===== config.mk =====
export PLATFORM = sky130hd
export DESIGN_NAME = hazard_ctrl
export DESIGN_NICKNAME = d
export VERILOG_FILES = /design/src/rtl/cpu_pkg.sv /design/src/rtl/perf_counter.sv /design/src/rtl/hazard_ctrl.sv
export SDC_FILE = /design/constraint.sdc
export NUM_CORES = 1
export LEC_CHECK = 0
export CAP_MARGIN = 25
export CELL_PAD_IN_SITES_DETAIL_PLACEMENT = 1
export CELL_PAD_IN_SITES_GLOBAL_PLACEMENT = 2
export CORE_MARGIN = 4
export CORE_UTILIZATION = 34
export CTS_CLUSTER_SIZE = 25
export DETAILED_ROUTE_END_ITERATION = 10
export GPL_TIMING_DRIVEN = 0
export PLACE_DENSITY = 0.82
export SYNTH_ARGS = -nofsm -noshare
export SYNTH_HDL_FRONTEND = slang
export SYNTH_HIERARCHICAL = 1
export SYNTH_SLANG_ARGS = --single-unit

===== constraint.sdc =====
create_clock -name clk_i -period 6 [get_ports clk_i]
set_clock_uncertainty 0.05 [all_clocks]
set_input_delay 1.5 -clock clk_i [delete_from_list [all_inputs] [get_ports clk_i]]
set_output_delay 1.5 -clock clk_i [all_outputs]
set_load 0.005 [all_outputs]

===== src/rtl/cpu_pkg.sv =====
// Shared core types: hazard sequencer states and the pipeline control bundle
// distributed to the pipeline registers.
package cpu_pkg;

    typedef enum logic [1:0] {
        BOOT,
        RUN,
        FLUSH,
        MEM_WAIT
    } hazard_state_t;

    typedef struct packed {
        logic pc_stall;
        logic if_id_stall;
        logic id_ex_stall;
        logic ex_mem_stall;
        logic if_id_flush;
        logic id_ex_flush;
        logic inhibit_control;
    } pipe_ctrl_t;

    localparam logic [4:0] REG_ZERO = 5'd0;

endpackage


===== src/rtl/perf_counter.sv =====
// 32-bit wrapping event counter with increment enable.
module perf_counter (
    input  logic        clk_i,
    input  logic        rst_i,
    input  logic        inc_i,
    output logic [31:0] count_o
);

    logic [31:0] count_q;

    always_ff @(posedge clk_i or posedge rst_i) begin
        if (rst_i) begin
            count_q <= 32'd0;
        end else if (inc_i) begin
            count_q <= count_q + 32'd1;
        end
    end

    assign count_o = count_q;

endmodule


===== src/rtl/hazard_ctrl.sv =====
// Pipeline sequencer: post-reset bubbles, load-use stalls, taken-branch flushes
// and data-memory wait states, plus a sticky memory-timeout flag and perf counters.
module hazard_ctrl
    import cpu_pkg::*;
#(
    parameter int unsigned RESET_BUBBLES = 2,
    parameter int unsigned FLUSH_CYCLES  = 1,
    parameter int unsigned MEM_TIMEOUT   = 64
) (
    input  logic        clk_i,
    input  logic        rst_i,
    input  logic [4:0]  id_rs1_i,
    input  logic [4:0]  id_rs2_i,
    input  logic        id_uses_rs1_i,
    input  logic        id_uses_rs2_i,
    input  logic        ex_mem_read_i,
    input  logic [4:0]  ex_rd_i,
    input  logic        ex_branch_taken_i,
    input  logic        mem_req_i,
    input  logic        mem_ready_i,
    output logic        pc_stall_o,
    output logic        if_id_stall_o,
    output logic        id_ex_stall_o,
    output logic        ex_mem_stall_o,
    output logic        if_id_flush_o,
    output logic        id_ex_flush_o,
    output logic        inhibit_control_o,
    output logic        mem_timeout_o,
    output logic [31:0] stall_cycles_o,
    output logic [31:0] flush_events_o
);

    localparam int unsigned       WAIT_W      = $clog2(MEM_TIMEOUT + 1);
    localparam logic [3:0]        BUBBLE_INIT = 4'(RESET_BUBBLES - 1);
    localparam logic [3:0]        FLUSH_INIT  = (FLUSH_CYCLES > 1) ? 4'(FLUSH_CYCLES - 2) : 4'd0;
    localparam logic [WAIT_W-1:0] WAIT_MAX    = WAIT_W'(MEM_TIMEOUT);

    hazard_state_t     state_q, state_d;
    logic [3:0]        cnt_q, cnt_d;
    logic [WAIT_W-1:0] wait_q, wait_d;
    logic              timeout_q, timeout_d;
    pipe_ctrl_t        ctrl;
    logic              flush_evt;
    logic              mem_wait;
    logic              load_use;

    assign mem_wait = mem_req_i & ~mem_ready_i;
    assign load_use = ex_mem_read_i && (ex_rd_i != REG_ZERO) &&
                      ((id_uses_rs1_i && (ex_rd_i == id_rs1_i)) ||
                       (id_uses_rs2_i && (ex_rd_i == id_rs2_i)));

    always_comb begin
        ctrl      = '0;
        state_d   = state_q;
        cnt_d     = cnt_q;
        wait_d    = wait_q;
        flush_evt = 1'b0;

        if (state_q == BOOT) begin
            ctrl.if_id_flush     = 1'b1;
            ctrl.id_ex_flush     = 1'b1;
            ctrl.inhibit_control = 1'b1;
            if (cnt_q == 4'd0) begin
                state_d = RUN;
            end else begin
                cnt_d = cnt_q - 4'd1;
            end
        end else if ((state_q == MEM_WAIT) ? !mem_ready_i : mem_wait) begin
            ctrl.pc_stall     = 1'b1;
            ctrl.if_id_stall  = 1'b1;
            ctrl.id_ex_stall  = 1'b1;
            ctrl.ex_mem_stall = 1'b1;
            if (state_q == MEM_WAIT) begin
                if (wait_q != WAIT_MAX) begin
                    wait_d = wait_q + 1'b1;
                end
            end else begin
                // Entering from RUN or FLUSH; any remaining flush cycles are dropped.
                state_d = MEM_WAIT;
                wait_d  = WAIT_W'(1);
            end
        end else begin
            // RUN rules, also applied on the cycle a memory wait completes.
            if (state_q == MEM_WAIT) begin
                state_d = RUN;
            end
            if (ex_branch_taken_i) begin
                ctrl.if_id_flush     = 1'b1;
                ctrl.id_ex_flush     = 1'b1;
                ctrl.inhibit_control = 1'b1;
                flush_evt            = 1'b1;
                if (FLUSH_CYCLES > 1) begin
                    state_d = FLUSH;
                    cnt_d   = FLUSH_INIT;
                end else begin
                    state_d = RUN;
                end
            end else if (state_q == FLUSH) begin
                ctrl.if_id_flush     = 1'b1;
                ctrl.id_ex_flush     = 1'b1;
                ctrl.inhibit_control = 1'b1;
                if (cnt_q == 4'd0) begin
                    state_d = RUN;
                end else begin
                    cnt_d = cnt_q - 4'd1;
                end
            end else if (load_use) begin
                ctrl.pc_stall        = 1'b1;
                ctrl.if_id_stall     = 1'b1;
                ctrl.id_ex_flush     = 1'b1;
                ctrl.inhibit_control = 1'b1;
            end
        end

        timeout_d = timeout_q | (wait_d == WAIT_MAX);
    end

    always_ff @(posedge clk_i or posedge rst_i) begin
        if (rst_i) begin
            state_q   <= BOOT;
            cnt_q     <= BUBBLE_INIT;
            wait_q    <= '0;
            timeout_q <= 1'b0;
        end else begin
            state_q   <= state_d;
            cnt_q     <= cnt_d;
            wait_q    <= wait_d;
            timeout_q <= timeout_d;
        end
    end

    assign pc_stall_o        = ctrl.pc_stall;
    assign if_id_stall_o     = ctrl.if_id_stall;
    assign id_ex_stall_o     = ctrl.id_ex_stall;
    assign ex_mem_stall_o    = ctrl.ex_mem_stall;
    assign if_id_flush_o     = ctrl.if_id_flush;
    assign id_ex_flush_o     = ctrl.id_ex_flush;
    assign inhibit_control_o = ctrl.inhibit_control;
    assign mem_timeout_o     = timeout_q;

    perf_counter u_stall_cnt (
        .clk_i   (clk_i),
        .rst_i   (rst_i),
        .inc_i   (ctrl.pc_stall),
        .count_o (stall_cycles_o)
    );

    perf_counter u_flush_cnt (
        .clk_i   (clk_i),
        .rst_i   (rst_i),
        .inc_i   (flush_evt),
        .count_o (flush_events_o)
    );

endmodule

==> impl_metrics.csv <==
group,metric,value,unit
outcome,outcome,"finished, final reports clean",
route,num_vias,3171,
yosys,synth_top_area_share,47.6,%
yosys,netlist_instances,368,
clocking,insertion_delay,340,ps
floorplanning,rows,39,
finish,stdcell_count,623,
floorplanning,die_y,117,um
grt,grt_pass1_vias,3400,
grt,grt_max_degree,23,
setup_path,start_kind,"input port",
placement,placed_cells_incl_taps,607,
yosys,ys_seq_elements,78,
route,detail_route.wirelength,9860,um
setup_path,cp-end-kind,"output pin",
grt,grt_pass1_wl,16700,um
clocking,h-tree-depth,3,
timing,period_share,89.6,%
yosys,synth.most_common_cell,"dfrtp_1",
setup_path,cp_slowest_stage_delay,550,ps
floorplanning,core,11500,sq um
timing,drv_slew,0,
yosys,synth_largest_area_cell,"dfrtp_1",
placement,gp_congestion,0.832,
worst_hold_path,min_path_type,"register to register",
clocking,clock_path_buffers,2,
placement,preCtsSetupSlack,608,ps
yosys,synth.net_count,396,
clocking,numCtsBuffers,9,
yosys,synth-async-reset-ratio,100,%
yosys,yosys.cell_types.count,51,
route,ant_nets,0,
clocking,clockRootBuffer,"clkbuf_16",
grt,grt-ovfl-total,0,
timing,worstMarginPinSlew,625,ps
setup_path,r2r_slack,3110,ps
finish,fin_util,48.3,%
run,drv_cap,0,
setup_path,crit_type,"input port to output pin",
timing,max_slew_margin,58.0,%
yosys,syn_area,4050,sq um
floorplanning,io_pins,95,
floorplanning,die_x,117,um
clocking,cts_hold_buffers,0,
finish,area_growth,37.4,%
placement,place_hpwl,7430,um
setup_path,slowest_stage,"clkdlybuf4s50_1",
setup_path,crit_family,"buffers and inverters",
clocking,post_cts_buffers,0,
timing,hold_viol,0,
timing,timing.setup.tns,0,ps
power_and_ir_drop,peakVddDrop,0.142,mV
yosys,synth-seq-area-share,48.2,%
grt,use_met2,25.6,%
finish,nFillCells,1266,
placement,port_buffers,94,
route,wl_per_cell,15.8,um
setup_path,reg2reg_depth,10,
power_and_ir_drop,power_density,268,nW/um^2
route,drcViolationCount,0,
setup_path,crit_path_max_fanout,8,
timing,fin_ws,624,ps
clocking,cts_resized,0,
setup_path,r2r-start,"state_q[1]",
finish,insertedDiodeCount,0,
floorplanning,die_area,13700,sq um
grt,grt_antenna_before_repair,0,
clocking,cts.sink_count,78,
setup_path,cp_data_required_time,4450,ps
route,first_iter_violations,165,
timing,min_period,5380,ps
worst_hold_path,holdPathEnd,"u_stall_cnt/count_o[31]",
setup_path,r2r-end,"u_stall_cnt/count_o[30]",
clocking,cts_tree,"yes",
finish,final_nets,503,
floorplanning,start_util,35.2,%
timing,grt_setup_unrepaired,"no",
grt,grt.total_usage,15.5,%
yosys,synth_edf_count,0,
finish,drive_gt1_share,11.0,%
worst_hold_path,whs_path_depth,1,
route,first_pass_iters,4,
grt,grt_busiest_layer,"met2",
yosys,synthFlopType,"dfrtp_1",
setup_path,worst-path-buf-inv,3,
timing,fmax,186,MHz
yosys,synth_warnings,6,
grt,use_met1,19.4,%
setup_path,crit_chain,"clkdlybuf4s50_1 > xnor2_1 > nand4_1 > o22ai_1 > o211ai_1 > a21oi_1 > buf_4 > clkdlybuf4s50_1",
power_and_ir_drop,p_leak,2.50,nW
yosys,netlist_top_cells_count,"dfrtp_1 (77), xor2_1 (39), xnor2_1 (38)",
timing,setup_viol_count_final,0,
yosys,synth.area.top_cells,"dfrtp_1 (48%), xor2_1 (8.4%), xnor2_1 (8.2%), nand2_1 (2.8%), nand3_1 (2.3%)",
worst_hold_path,hold_start,"u_stall_cnt/count_o[31]",
clocking,clk_pin_slew,60,ps
route,vias_per_cell,5.09,
setup_path,cp.arrival,3830,ps
yosys,avgSynthCellArea,11.0,sq um
grt,grt_use_met3,3.55,%
timing,whs,418,ps
setup_path,cp_common_cell,"clkdlybuf4s50_1",
-- power breakdown --
part | switching [W] | internal (W)
logic | 0.0000957 | 0.000143
clock network | 0.000219 | 0.000406
registers | 0.0000590 | 0.000568
-- area by class of cell --
class                           instances  area, sq um  area share (%)
Multi-Input combinational cell        265         1960            35.2
Sequential cell                        78         1950            35.1
Timing Repair Buffer                   96          996            17.9
Clock buffer                           10          229            4.12
Tap cell                              143          179            3.22
Clock inverter                          6          110            1.98
Buffer                                  9         71.3            1.28
Inverter                               16         65.1            1.17
-- registers in the layout (all words and copies together) (netlist names) --
name	flops
u_stall_cnt/count_o	32
wait_q	7
state_q	2
mem_timeout_o	1
u_flush_cnt/count_o	32
cnt_q	4
-- routing by layer --
metal,share of wire (%),vias to the layer above
met3,4.7,11
met1,45,1572
met4,1.6,0
met5,0,-
met2,49,76
li1,-,1512
-- worst register-to-register path, stage by stage, from the launching register on --
cell and delay (ps):
dfrtp_1 320, buf_2 190, o21ai_2 90, a21o_4 260, clkinv_4 90, a21oi_1 90
a21oi_1 520, and3_1 360, nand3_2 210, nor4_1 430, xor2_1 200
-- layout by cell type, fill, tap and decap left out, drive strengths merged, types with 3 or more instances in the layout --
master,count
xor2,39
ha,5
a31oi,3
nand3,23
buf,11
and2,4
clkbuf,10
o21ai,8
nor3,18
nor3b,4
a21oi,3
nand2b,3
and4,13
nor2,16
nand4,15
xnor2,38
nor4b,3
nor4,11
bufinv,3
inv,15
clkdlybuf4s50,94
dfrtp,77
nand2,30
and3,9
-- worst max-delay path by stage --
stage	from	endpoint	slack [ps]	cells after the start
3_5_place_dp	ex_rd_i[0]	pc_stall_o	610	8
2_1_floorplan	ex_rd_i[0]	pc_stall_o	1820	6
4_1_cts	ex_rd_i[0]	pc_stall_o	580	8
5_1_grt	ex_rd_i[0]	pc_stall_o	400	8
6_report	ex_rd_i[0]	pc_stall_o	620	8
3_3_place_gp	ex_rd_i[0]	pc_stall_o	620	8
-- stage by stage --
step | total power (W) | area [sq um]
finish | 0.00149 | 5560
global route | 0.00157 | 5560
CTS | 0.00152 | 5560
detailed placement | 0.000879 | 5230
global placement | 0.000866 | 5170
floorplan | 0.000733 | 4050
-- cells by family after synthesis --
kind of cell,count (synthesis),share of synthesized area (%)
AND/OR/NAND/NOR,154,25.0
flip-flops,78,48.2
XOR/XNOR,77,16.7
AO/OA/AOI/OAI,27,4.66
buffers and inverters,25,3.37
adder cells (fa/ha/maj),5,1.54
multiplexers,2,0.556
Power figures use the tool's default switching activity.
